==> config.mk <==
export PLATFORM = sky130hd
export DESIGN_NAME = spi_target_flat
export DESIGN_NICKNAME = d
export VERILOG_FILES = /design/src/rtl/spi_pkg.sv /design/src/rtl/spi_if.sv /design/src/rtl/spi_shift_core.sv /design/src/rtl/spi_target.sv /design/src/flat_wrapper.sv
export SDC_FILE = /design/constraint.sdc
export NUM_CORES = 1
export LEC_CHECK = 0
export CORE_ASPECT_RATIO = 0.75
export CORE_MARGIN = 5
export CORE_UTILIZATION = 36
export CTS_BUF_LIST = sky130_fd_sc_hd__clkbuf_8
export DETAILED_ROUTE_END_ITERATION = 6
export GPL_TIMING_DRIVEN = 0
export PLACE_DENSITY = 0.65
export SETUP_SLACK_MARGIN = 0.15
export SLEW_MARGIN = 20
export SYNTH_ARGS = -nofsm -noshare
export SYNTH_HDL_FRONTEND = slang
export SYNTH_SLANG_ARGS = --single-unit
==> constraint.sdc <==
create_clock -name clk -period 1.9 [get_ports clk]
set_clock_uncertainty 0.1 [all_clocks]
set_input_delay 0.285 -clock clk [delete_from_list [all_inputs] [get_ports clk]]
set_output_delay 0.285 -clock clk [all_outputs]
set_load 0.1 [all_outputs]
==> src/rtl/spi_pkg.sv <==
// Shared SPI constants and types for the target and the ControlRegs SPI master.
package spi_pkg;
  localparam int SPI_WORD_BITS = 32;
  localparam int SPI_CNT_W     = 6;
  localparam logic [SPI_WORD_BITS-1:0] SPI_TX_IDLE = 32'hFFFF_FFFF;

  // Transfer lengths the master side can issue
  localparam int SPI_XFER_8  = 8;
  localparam int SPI_XFER_16 = 16;
  localparam int SPI_XFER_32 = 32;

  typedef enum logic {
    SPI_IDLE   = 1'b0,
    SPI_ACTIVE = 1'b1
  } spi_state_e;
endpackage

==> src/rtl/spi_if.sv <==
// SPI pins plus the TX/RX word handshakes of the SPI target.
interface spi_if;
  import spi_pkg::*;

  logic                     IN_SPI_clk;
  logic                     IN_SPI_mosi;
  logic                     IN_SPI_cs_n;
  logic                     OUT_SPI_miso;
  logic [SPI_WORD_BITS-1:0] IN_txData;
  logic                     IN_txValid;
  logic                     OUT_txReady;
  logic [SPI_WORD_BITS-1:0] OUT_rxData;
  logic [SPI_CNT_W-1:0]     OUT_rxBits;
  logic                     OUT_rxValid;
  logic                     IN_rxReady;
  logic                     OUT_txUnderrun;
  logic                     OUT_rxOverflow;
  logic                     IN_clrErr;

  modport slave (
    input  IN_SPI_clk, IN_SPI_mosi, IN_SPI_cs_n, IN_txData, IN_txValid,
           IN_rxReady, IN_clrErr,
    output OUT_SPI_miso, OUT_txReady, OUT_rxData, OUT_rxBits, OUT_rxValid,
           OUT_txUnderrun, OUT_rxOverflow
  );

  modport master (
    output IN_SPI_clk, IN_SPI_mosi, IN_SPI_cs_n, IN_txData, IN_txValid,
           IN_rxReady, IN_clrErr,
    input  OUT_SPI_miso, OUT_txReady, OUT_rxData, OUT_rxBits, OUT_rxValid,
           OUT_txUnderrun, OUT_rxOverflow
  );
endinterface

==> src/rtl/spi_shift_core.sv <==
// RX/TX shift registers, bit counter and SCK rise detection for the SPI target.
module spi_shift_core
  import spi_pkg::*;
#(
  parameter int WORD_BITS = SPI_WORD_BITS,
  parameter logic [SPI_WORD_BITS-1:0] TX_IDLE = SPI_TX_IDLE
) (
  input  logic                     clk,
  input  logic                     rst,
  input  logic                     sck,
  input  logic                     mosi,
  input  logic                     cs_n,
  input  logic                     active,
  input  logic                     close,
  input  logic                     load,
  input  logic [SPI_WORD_BITS-1:0] load_word,
  output logic                     miso,
  output logic                     wrap,
  output logic [SPI_CNT_W-1:0]     bit_cnt,
  output logic [SPI_WORD_BITS-1:0] rx_word
);
  localparam logic [SPI_CNT_W-1:0] LAST_BIT = SPI_CNT_W'(WORD_BITS - 1);

  logic                     sck_prev;
  logic                     rise;
  logic                     step;
  logic [SPI_WORD_BITS-1:0] rx_shift;
  logic [SPI_WORD_BITS-1:0] tx_shift;
  logic [SPI_WORD_BITS-1:0] rx_next;

  // A rise coinciding with cs_n going high is not a data edge
  assign rise    = sck & ~sck_prev;
  assign step    = active & ~cs_n & rise;
  assign wrap    = step && (bit_cnt == LAST_BIT);
  assign rx_next = {rx_shift[SPI_WORD_BITS-2:0], mosi};
  assign rx_word = wrap ? rx_next : rx_shift;
  assign miso    = tx_shift[SPI_WORD_BITS-1];

  always_ff @(posedge clk or negedge rst) begin
    if (!rst) begin
      sck_prev <= 1'b0;
      bit_cnt  <= '0;
      rx_shift <= '0;
      tx_shift <= TX_IDLE;
    end else begin
      sck_prev <= sck;
      // Cleared after every delivery so a short word arrives right-aligned
      if (close || wrap) begin
        bit_cnt  <= '0;
        rx_shift <= '0;
      end else if (step) begin
        bit_cnt  <= bit_cnt + 1'b1;
        rx_shift <= rx_next;
      end
      if (load)
        tx_shift <= load_word;
      else if (step)
        tx_shift <= {tx_shift[SPI_WORD_BITS-2:0], 1'b0};
    end
  end
endmodule

==> src/rtl/spi_target.sv <==
// SPI mode-0 target: frame FSM, TX holding register, RX holding register and sticky errors.
module spi_target
  import spi_pkg::*;
#(
  parameter int WORD_BITS = SPI_WORD_BITS,
  parameter logic [SPI_WORD_BITS-1:0] TX_IDLE = SPI_TX_IDLE
) (
  input  logic clk,
  input  logic rst,
  spi_if.slave bus
);
  spi_state_e               state, state_next;
  logic                     start, close, load, wrap, deliver, rx_accept, tx_write;
  logic [SPI_CNT_W-1:0]     bit_cnt;
  logic [SPI_CNT_W-1:0]     deliver_bits;
  logic [SPI_WORD_BITS-1:0] rx_word;
  logic [SPI_WORD_BITS-1:0] load_word;
  logic                     hold_valid;
  logic [SPI_WORD_BITS-1:0] hold_data;
  logic                     rx_valid;
  logic [SPI_WORD_BITS-1:0] rx_data;
  logic [SPI_CNT_W-1:0]     rx_bits;
  logic                     tx_underrun, rx_overflow;

  always_ff @(posedge clk or negedge rst) begin
    if (!rst) state <= SPI_IDLE;
    else      state <= state_next;
  end

  always_comb begin
    state_next = state;
    start      = 1'b0;
    close      = 1'b0;
    case (state)
      SPI_IDLE: if (!bus.IN_SPI_cs_n) begin
        state_next = SPI_ACTIVE;
        start      = 1'b1;
      end
      SPI_ACTIVE: if (bus.IN_SPI_cs_n) begin
        state_next = SPI_IDLE;
        close      = 1'b1;
      end
      default: state_next = SPI_IDLE;
    endcase
  end

  spi_shift_core #(.WORD_BITS(WORD_BITS), .TX_IDLE(TX_IDLE)) u_core (
    .clk       (clk),
    .rst       (rst),
    .sck       (bus.IN_SPI_clk),
    .mosi      (bus.IN_SPI_mosi),
    .cs_n      (bus.IN_SPI_cs_n),
    .active    (state == SPI_ACTIVE),
    .close     (close),
    .load      (load),
    .load_word (load_word),
    .miso      (bus.OUT_SPI_miso),
    .wrap      (wrap),
    .bit_cnt   (bit_cnt),
    .rx_word   (rx_word)
  );

  // Loads happen only with cs_n low, so an empty holding register is always an underrun
  assign load         = start | wrap;
  assign load_word    = hold_valid ? hold_data : TX_IDLE;
  assign tx_write     = bus.IN_txValid & ~hold_valid;
  assign deliver      = wrap | (close & (bit_cnt != '0));
  assign deliver_bits = wrap ? SPI_CNT_W'(WORD_BITS) : bit_cnt;
  assign rx_accept    = ~rx_valid | bus.IN_rxReady;

  always_ff @(posedge clk or negedge rst) begin
    if (!rst) begin
      hold_valid  <= 1'b0;
      hold_data   <= '0;
      rx_valid    <= 1'b0;
      rx_data     <= '0;
      rx_bits     <= '0;
      tx_underrun <= 1'b0;
      rx_overflow <= 1'b0;
    end else begin
      if (load && hold_valid) hold_valid <= 1'b0;
      if (tx_write) begin
        hold_valid <= 1'b1;
        hold_data  <= bus.IN_txData;
      end

      if (deliver && rx_accept) begin
        rx_valid <= 1'b1;
        rx_data  <= rx_word;
        rx_bits  <= deliver_bits;
      end else if (rx_valid && bus.IN_rxReady) begin
        rx_valid <= 1'b0;
      end

      if (load && !hold_valid) tx_underrun <= 1'b1;
      else if (bus.IN_clrErr)  tx_underrun <= 1'b0;
      if (deliver && !rx_accept) rx_overflow <= 1'b1;
      else if (bus.IN_clrErr)    rx_overflow <= 1'b0;
    end
  end

  assign bus.OUT_txReady    = ~hold_valid;
  assign bus.OUT_rxValid    = rx_valid;
  assign bus.OUT_rxData     = rx_data;
  assign bus.OUT_rxBits     = rx_bits;
  assign bus.OUT_txUnderrun = tx_underrun;
  assign bus.OUT_rxOverflow = rx_overflow;
endmodule

==> src/flat_wrapper.sv <==
// flat-port wrapper written by rule: the top's interface ports become plain ports
module spi_target_flat import spi_pkg::*;
#(
  parameter int WORD_BITS = SPI_WORD_BITS,
  parameter logic [SPI_WORD_BITS-1:0] TX_IDLE = SPI_TX_IDLE
)
  (clk, rst, bus_IN_SPI_clk, bus_IN_SPI_mosi, bus_IN_SPI_cs_n, bus_IN_txData, bus_IN_txValid, bus_IN_rxReady, bus_IN_clrErr, bus_OUT_SPI_miso, bus_OUT_txReady, bus_OUT_rxData, bus_OUT_rxBits, bus_OUT_rxValid, bus_OUT_txUnderrun, bus_OUT_rxOverflow);
  spi_if bus_i ();
  input  logic clk;
  input  logic rst;
  input wire logic [$bits(bus_i.IN_SPI_clk)-1:0] bus_IN_SPI_clk;
  input wire logic [$bits(bus_i.IN_SPI_mosi)-1:0] bus_IN_SPI_mosi;
  input wire logic [$bits(bus_i.IN_SPI_cs_n)-1:0] bus_IN_SPI_cs_n;
  input wire logic [$bits(bus_i.IN_txData)-1:0] bus_IN_txData;
  input wire logic [$bits(bus_i.IN_txValid)-1:0] bus_IN_txValid;
  input wire logic [$bits(bus_i.IN_rxReady)-1:0] bus_IN_rxReady;
  input wire logic [$bits(bus_i.IN_clrErr)-1:0] bus_IN_clrErr;
  output wire logic [$bits(bus_i.OUT_SPI_miso)-1:0] bus_OUT_SPI_miso;
  output wire logic [$bits(bus_i.OUT_txReady)-1:0] bus_OUT_txReady;
  output wire logic [$bits(bus_i.OUT_rxData)-1:0] bus_OUT_rxData;
  output wire logic [$bits(bus_i.OUT_rxBits)-1:0] bus_OUT_rxBits;
  output wire logic [$bits(bus_i.OUT_rxValid)-1:0] bus_OUT_rxValid;
  output wire logic [$bits(bus_i.OUT_txUnderrun)-1:0] bus_OUT_txUnderrun;
  output wire logic [$bits(bus_i.OUT_rxOverflow)-1:0] bus_OUT_rxOverflow;
  assign bus_i.IN_SPI_clk = bus_IN_SPI_clk;
  assign bus_i.IN_SPI_mosi = bus_IN_SPI_mosi;
  assign bus_i.IN_SPI_cs_n = bus_IN_SPI_cs_n;
  assign bus_i.IN_txData = bus_IN_txData;
  assign bus_i.IN_txValid = bus_IN_txValid;
  assign bus_i.IN_rxReady = bus_IN_rxReady;
  assign bus_i.IN_clrErr = bus_IN_clrErr;
  assign bus_OUT_SPI_miso = bus_i.OUT_SPI_miso;
  assign bus_OUT_txReady = bus_i.OUT_txReady;
  assign bus_OUT_rxData = bus_i.OUT_rxData;
  assign bus_OUT_rxBits = bus_i.OUT_rxBits;
  assign bus_OUT_rxValid = bus_i.OUT_rxValid;
  assign bus_OUT_txUnderrun = bus_i.OUT_txUnderrun;
  assign bus_OUT_rxOverflow = bus_i.OUT_rxOverflow;
  spi_target #(.WORD_BITS(WORD_BITS), .TX_IDLE(TX_IDLE)) u_core (.clk(clk), .rst(rst), .bus(bus_i));
endmodule
== Word-level counts from Yosys, hierarchy flattened ==
Cells that the tools add are included.
W data, S select, Z words.

* Flip-flop bits (word level): 146
* Bits of input ports: 40
* Output and inout bits: 43

* Add/subtract/negate cells: 1
* Equal/unequal tests: 1
* Mux-type cells: 20
* Bitwise operators: 12
* Reduce and logical (&&, ||, !) cells: 16

{| class="wikitable"
|+ Operator list
! operator !! count
|-
| $mux W32 || 6
|-
| $mux W6 || 3
|-
| $reduce_bool A2 Y1 || 6
|-
| $mux W1 || 11
|-
| $add A6 B1 Y6 const B || 1
|-
| $eq A6 B5 Y1 const B || 1
|-
| $logic_and A1 B1 Y1 || 6
|-
| $reduce_bool A6 Y1 || 1
|-
| $and A1 B1 Y1 || 5
|-
| $not A1 Y1 || 4
|-
| $or A1 B1 Y1 || 3
|-
| $logic_not A1 Y1 || 2
|-
| $logic_or A1 B1 Y1 || 1
|}

== Depth between registers and ports, before layout ==
* Depth in word-level cells: 8
* Gate-level depth with buffers: 8
* Depth with buffers taken out: 5

== By module ==
A second synthesis with hierarchy kept.

* Cell total of the unflattened synthesis: 581
* Area, all modules: 6,886.6 sq um

{| class="wikitable"
|+ By module, submodules not included
! module !! times used !! cells each !! area each (sq um)
|-
| spi_shift_core || 1 || 359 || 3,772.4
|-
| spi_target || 1 || 222 || 3,114.2
|}

== Least setup slack after synthesis ==
No wires, ideal clock.

* Kind: reg2reg
* Start: register u_core.rx_valid (netlist: u_core.bus.OUT_rxValid)
* End: register u_core.rx_bits[4] (netlist: u_core.bus.OUT_rxBits[4])
* Setup time: 0.125 ns
* Arrival time: 1.960 ns
* Required time: 1.675 ns
* Path slack: -0.286 ns
* Stages on the path, launching flop included: 7
* Buffers on the path: 2
* Path through: dfrtp_1 nor2b_1 a211o_1 buf_4 and2_4 buf_6 mux2_4

* Longest elaborated chain between the ends: 3

{| class="wikitable"
|+ Ends and longest elaborated chain
! item !! line !! text
|-
| start, declared || spi_target.sv:20 || <nowiki>logic rx_valid;</nowiki>
|-
| start signal, assigned || spi_target.sv:75 || <nowiki>rx_valid <= 1'b0;</nowiki>
|-
| start signal, assigned || spi_target.sv:88 || <nowiki>rx_valid <= 1'b1;</nowiki>
|-
| start signal, assigned || spi_target.sv:92 || <nowiki>rx_valid <= 1'b0;</nowiki>
|-
| $not A1 Y1 || spi_target.sv:69 || <nowiki>assign rx_accept = ~rx_valid | bus.IN_rxReady;</nowiki>
|-
| $or A1 B1 Y1 || spi_target.sv:69 ||
|-
| $logic_and A1 B1 Y1 || spi_target.sv:87 || <nowiki>if (deliver && rx_accept) begin</nowiki>
|-
| end signal, assigned || spi_target.sv:90 || <nowiki>rx_bits <= deliver_bits;</nowiki>
|-
| end, declared || spi_target.sv:22 || <nowiki>logic [SPI_CNT_W-1:0] rx_bits;</nowiki>
|}

No other way between the ends.
A chain may end at the register's enable or synchronous reset.

== Worst setup path after layout ==
* Start: register u_core.u_core.bit_cnt[2]
* End: register u_core.rx_bits[4] (netlist: u_core.bus.OUT_rxBits[4])

* Longest elaborated chain between the ends: 4
* Elaborated cells on any way between the ends: 7

{| class="wikitable"
|+ Ends and longest elaborated chain
! item !! line !! text
|-
| start, declared || spi_shift_core.sv:19 || <nowiki>output logic [SPI_CNT_W-1:0] bit_cnt,</nowiki>
|-
| start signal, assigned || spi_shift_core.sv:52 || <nowiki>bit_cnt <= bit_cnt + 1'b1;</nowiki>
|-
| $eq A6 B5 Y1 / $reduce_bool A6 Y1 (equally long branches) || spi_shift_core.sv:34, spi_target.sv:67 ||
|-
| $logic_and A1 B1 Y1 / $and A1 B1 Y1 (equally long branches) || spi_shift_core.sv:34, spi_target.sv:67 ||
|-
| $or A1 B1 Y1 || spi_target.sv:67 || <nowiki>assign deliver = wrap | (close & (bit_cnt != '0));</nowiki>
|-
| $logic_and A1 B1 Y1 || spi_target.sv:87 ||
|}

Several ways; a longest one is shown, not always the timed one.

==> run summary <==
The number of flops mapped to enable cells by yosys is 0. The number of violations reported at the end of detailed-routing iteration 0 is about 330. The total negative setup slack came out at -0.01673 ns.

Measured against its own limit, the worst slew margin works out to 0.4380. The XOR/XNOR share of the synthesized area is 0.005583. The total vias in the final route came out at just under 5,000.

The wire-length estimate of the detail-placed layout is 10.49 mm. The area share of the largest cell type after synthesis came out at 0.4546. The congestion estimate from routability-driven global placement came to between 0.8 and 0.9.

TritonCTS created 17 clock buffers. The pin count of the biggest net entering global routing came out at 99. The highest attainable clock frequency came out at around 520 MHz. The total overflow left after global routing is 0.

The area fraction in compound gates after synthesis came to 0.1573. At the pin with the least slew margin, the transition time is between 0.8 and 0.9 ns. The run finished, with violations left. STA puts the critical path data required time at 2.14 ns. The post-synthesis area per instance came out at between 10 and 15 um2. After clock tree synthesis, the clock-pin slew on the worst setup and hold paths is 0.08 ns. The first detailed-routing pass ran for 5 iterations. Across the run, the number of max-cap violations was 0. Counting cells, the worst reg-to-reg path comes to 6. The endpoint type of the worst setup path is a register.

The most area-hungry cell type in the Yosys netlist is dfrtp_1. The instance count on the critical path came out at 6. By area, the combinational part of the netlist is dominated by compound AO/OA/AOI/OAI gates.

The clock root buffer master is clkbuf_8. The largest single stage delay on the critical path is 0.47 ns. The critical register-to-register path startpoint is u_core.u_core.bit_cnt[2]. The power per cell area came out at around 1300 mW/mm2. The checks that failed: negative setup slack. The commonest cells after synthesis are 114 x dfrtp_1, 101 x nand2_1, 38 x inv_1, 34 x o22ai_1, 33 x a31oi_1. The die is about 120 um tall. The post-detailed-route wirelength per cell came out at between 15 and 20 um.

For this run, the leading register cell type out of synthesis is dfrtp_1. Yosys attributes the largest share of cell area to dfrtp_1 45%, dfstp_2 13%, nand2_1 6.0%, mux2_2 5.7%, a21oi_2 4.3%. The number of antenna violations at the first check in global routing was 0. In the synthesized netlist the async set-or-reset flop fraction comes to 1.000. The critical path is of the register to register type. The area share of and/or/nand/nor cells after synthesis came out at 0.1246.

The post-synthesis cell area is 0.006275 mm2. CTS built an H-tree with a depth of 4. In this run, placement finished with an instance count of roughly 900. Overall power consumption after layout is estimated at around 11 mW. The CTS tree is built. The count of final setup violators came out at 1. The cell count after synthesis came out at 590.

The floorplan step defined a die boundary enclosing approximately 0.02 mm2. The clock sink total came out at approximately 150. Setup repair after global routing could not meet its margin everywhere. The kind of cell with the highest combined delay along the critical path is simple AND/OR/NAND/NOR gates. The worst setup path is launched from a register. The slack of the critical path came out at -0.01673 ns. The number of nets still failing antenna checks after routing came out at 0.

The number of inserted diodes came out at 0. The later pin in the worst-skew pair is clocked with a latency of ~0.46 ns. The floorplan has around 40 rows. The total nets after synthesis is approximately 630. The flip-flop and latch count after synthesis came out at ~150.

Of the total synthesized cell area, the portion taken by full adders, half adders and majority gates is 0.003988. In the final layout, the share of cells above drive strength 1 is 0.3954. The worst-case IR drop observed on VDD is approximately 0.00097 V. The origin of the worst setup path is u_core.u_core.bit_cnt[2].

The first-pass GRT wire length is 26.08 mm. The number of distinct library cells after synthesis came out at 39. The via count of the first global-routing pass came out at between 5,000 and 6,000.

The number of placed I/O pins is 83. The critical path goes through nor4_4 -> a211o_1 -> buf_6 -> and2_4 -> buf_8 -> mux2_4. The post-route non-filler standard cell count came out at ~980. The floorplan core area came out at roughly 0.017 mm2. The count of final hold-check violations came out at 0. The maximum root-to-sink buffer count is 2. The floorplan step set the die width to 162.4 um. The most frequent cell after synthesis is dfrtp_1. The worst path buffer plus inverter count is 2.

The layout overhead on the synthesized area is 33.02%. The total routed wirelength came out at 15.86 mm. The overall fraction of global-route tracks in use came out at 0.1593.

In the routed design, unresolved DRC markers number 0. The slowest stage of the critical path belongs to the cell dfrtp_2. For this run, the post-layout net count is between 700 and 800. The mean number of vias per cell is 5.018. The path class of the tightest hold or removal check is input pin to async pin. The worst slack after detailed placement came out at -0.6137 ns. The proportion of synthesized area in mux cells is 0.06162. The share of the yosys chip area belonging to registers came out at 0.5886. The initial utilization of the core area, before any placement, comes to 0.3695. The arrival time of the worst setup path came out at about 2.2 ns. The warning count from the yosys run came out at 0. The maximum fanout along the worst path is 8. The minimum period implied by the final worst setup slack came out at between 1.5 and 2 ns.

The port buffer count is 82. The number of pins exceeding their max-slew limit in the final report came to 0. The final critical-path share of the clock period is 1.009. The leakage dissipation came out at between 3 and 4 nW. The final hold slack is around 0.22 ns.
## metrics by stage
stage / area, um2 / utilization
6_report: 8347 / 0.4916
5_1_grt: 8347 / 0.4916
4_1_cts: 8058 / 0.4745
3_5_place_dp: 7440 / 0.4381
3_3_place_gp: 7407 / 0.4362
2_1_floorplan: 6291 / -
## metal layers
metal	share of wire	wire length, um	vias to the layer above	GRT usage
met1	0.47	7447	2457	0.2192
li1	-	-	2320	-
met5	0	0	-	0
met4	0.012	193	0	0.05470
met3	0.052	831	17	0.04003
met2	0.47	7392	109	0.2454
## sequential cells by signal (all words and copies together), names as in the netlist
register,count
u_core.bus.OUT_rxOverflow,1
u_core.bus.OUT_rxData,32
u_core.u_core.tx_shift,32
u_core.bus.OUT_rxBits,6
u_core.bus.OUT_rxValid,1
u_core.u_core.rx_shift,32
u_core.hold_valid,1
u_core.state,1
u_core.hold_data,32
u_core.u_core.bit_cnt,6
u_core.u_core.sck_prev,1
u_core.bus.OUT_txUnderrun,1
## where the power goes
part	total, mW	internal [mW]	switching [mW]
registers	4.48	4.01	0.463
clock network	2.38	1.15	1.23
logic	4.39	1.05	3.33
## worst reg2reg max path: stages (launching register included)
cell	delay, ns
dfrtp_2	0.47
nor4_4	0.35
a211o_1	0.19
buf_6	0.12
and2_4	0.15
buf_8	0.13
mux2_4	0.30
## path summary, 6_finish.rpt
path | endpoint | slack (ns)
max | u_core.bus.OUT_rxBits[4] | -0.02
min reg2reg | u_core.u_core.tx_shift[11] | 0.39
max reg2reg | u_core.bus.OUT_rxBits[4] | -0.02
min in group clk | u_core.u_core.sck_prev | 0.23
min | u_core.hold_data[28] | 0.22
max in group asynchronous | u_core.u_core.tx_shift[18] | 0.66
## cells in the final DEF, fill, tap and decap left out, drive strengths merged
cell and count:
clkbuf 38, nor4 1, dlygate4sd3 1, o21ai 6
nand4bb 1, and2 2, o22ai 34, nand2 101
nand3 6, clkinvlp 3, nor2 25, mux2 34
and4bb 1, a21oi 48, a21boi 3, a21o 1
buf 102, ha 2, nand2b 1, dfrtp 114
clkdlybuf4s50 38, and2b 1, dfstp 32, and3 3
nor3 31, inv 41, a22oi 19, nand4 3
a211o 1, xor2 4, a31oi 33, bufinv 2
nor2b 2, clkinv 7
## logic make-up (layout without fill, tap and decap cells)
logic type	after synthesis	count (layout)
AOI/OAI and AO/OA	145	145
adders and majority gates	2	2
DFF	146	146
buffers and inverters	81	232
and+or+nand+nor	178	178
muxes	34	34
xor gates and xnor gates	4	4
## timing repair
| item | CTS | global route |
|---|---|---|
| endpoints found under the hold margin | 48 | 0 |
| hold buffers | 1 | 0 |
| cloned | 3 | 2 |
| pin swaps | 10 | 17 |
| gates resized for setup | 289 | 40 |
| buffers inserted | 19 | 11 |
| setup endpoints to repair | 183 | 107 |
## area by class of cell
class,instances,area (um2)
Multi-Input combinational cell,363,2485
Inverter,38,142.6
Timing Repair Buffer,119,1002
Clock inverter,15,145.1
Clock buffer,17,234.0
Sequential cell,146,3701
Fill cell,1559,8633
Buffer,43,341.6
Tap cell,236,295.3
Note: power is estimated with default switching activity, not from simulation.
==> variant: new RTL, same settings <==
Compare `bit_cnt` against `LAST_BIT` with >= in place of ==.
--- a/src/rtl/spi_shift_core.sv
+++ b/src/rtl/spi_shift_core.sv
@@ -31,7 +31,7 @@
   // A rise coinciding with cs_n going high is not a data edge
   assign rise    = sck & ~sck_prev;
   assign step    = active & ~cs_n & rise;
-  assign wrap    = step && (bit_cnt == LAST_BIT);
+  assign wrap    = step && (bit_cnt >= LAST_BIT);
   assign rx_next = {rx_shift[SPI_WORD_BITS-2:0], mosi};
   assign rx_word = wrap ? rx_next : rx_shift;
   assign miso    = tx_shift[SPI_WORD_BITS-1];
Formal check against the unedited RTL: no difference found for any inputs over 10 cycles, from zero or initial values and one cycle with rst low; that may be too few to reach the edited logic, so the function may still have changed.
==> variant against the original RTL <==
Sequential cell count unchanged. The flow still finishes with violations (negative setup slack). Worst setup slack worse by 120 ps. Critical endpoint is now u_core.bus.OUT_rxData[4]. Synthesized cell count down 16%. Fmax down 5.8%. Wire length down 2.6%. Via count down 8.5%. Non-clock buffer count down 7. Area after synthesis up 0.72%. Largest cell class unchanged. Design area up 5.7%. Hold slack worse by 24 ps. Sequential share of layout area down 2.4 points.
Power is not compared: it rests on default switching activity, and its combinational part moved more than twofold at a synthesized area within 25%.
==> variant: results (changes against the original RTL) <==
CP delay by family, top compound AO/OA/AOI/OAI gates; layout cells sized above 1 0.504 (+0.108); FF-to-FF path depth 8 (+2); largest cells by area after synthesis dfrtp_1 (45%), dfstp_2 (13%), mux2_2 (12%); final setup margin -135 ps (-118 ps); post-layout util 0.506 (+0.0140); crit path launch u_core.u_core.bit_cnt[1]; met3 WL post-DR 546 um (-34%); multi-input combinational cell count 311 (-14%); dpl ws -716 ps (-103 ps); Synth Area in Adders 0.00396 (-0.0000284); sequential element share of the synthesized area 0.584 (-0.00420); status finished, violations left; buffer share of cell area 0.167 (+0.00581); slowest cell delay on critical path 400 ps (-70 ps); GR Util met2 0.215 (-0.0308); Compound-Gate Fraction of Synth Area 0.125 (-0.0326); post-detail-place hpwl 9.40 mm (-10%); Worst Path Arrival 2270 ps (+110 ps); WL per Instance 17.3 um (+6.3%); vias in the first global route 4564 (-11%); Hold WC Path Type input port to register; final setup vio count 94 (+93); Metal-1 WL 7.40 mm (-0.68%); Placed Cells 823 (-9.5%); met3 Resource Use GR 0.0318 (-0.00827); Nets 682 (-11%); area of the multi-input gates 0.00282 sq mm (+14%); top post-synthesis cells by count dfrtp_1 (114), mux2_2 (69), o21ai_0 (63); vias per cell 5.01 (-0.12%); failing checks negative setup slack; routed wl met2 7.25 mm (-1.9%); syn nets 540 (-15%); 1st-iter DRT viols 326 (-1.5%); synthesized area per cell 12.7 sq um (+19%); placed cell area 0.00750 sq mm (+0.84%); Placer Congestion 0.751 (-10%); post-route cell area 0.00882 sq mm (+5.7%); Final clock-cell share 0.0550 (+0.00962)
variant: cell count changes after synthesis, sizes merged, moves of 32 or more:
cell,before,now
a21oi,48,2
o21ai,6,69
a22o,0,33
mux2,34,98
nand2,101,40
a31oi,33,1
variant: power by group:
| group | internal [W] | leakage [nW] | switching (W) | total [W] |
|---|---|---|---|---|
| registers | 0.00370 | 1.84 | 0.000359 | 0.00405 |
| logic | 0.000737 | 1.89 | 0.000999 | 0.00174 |
| clock network | 0.00179 | 0.251 | 0.00119 | 0.00297 |
variant: worst min-delay path by stage:
stage	to	slack, ps	cells after the start
after global routing	u_core.state	180	2
after global placement	u_core.u_core.tx_shift[0]	340	2
after CTS	u_core.state	160	2
after floorplan	u_core.bus.OUT_rxBits[0]	-110	0
final	u_core.state	200	2
after detailed placement	u_core.hold_data[4]	200	1
variant: what timing repair did:
action	CTS	global route
cloned	3	8
hold buffers	1	0
gates resized for setup	309	94
pin swaps	23	39
endpoints found under the setup margin	176	131
hold endpoints to repair	53	0
setup buffers	13	15
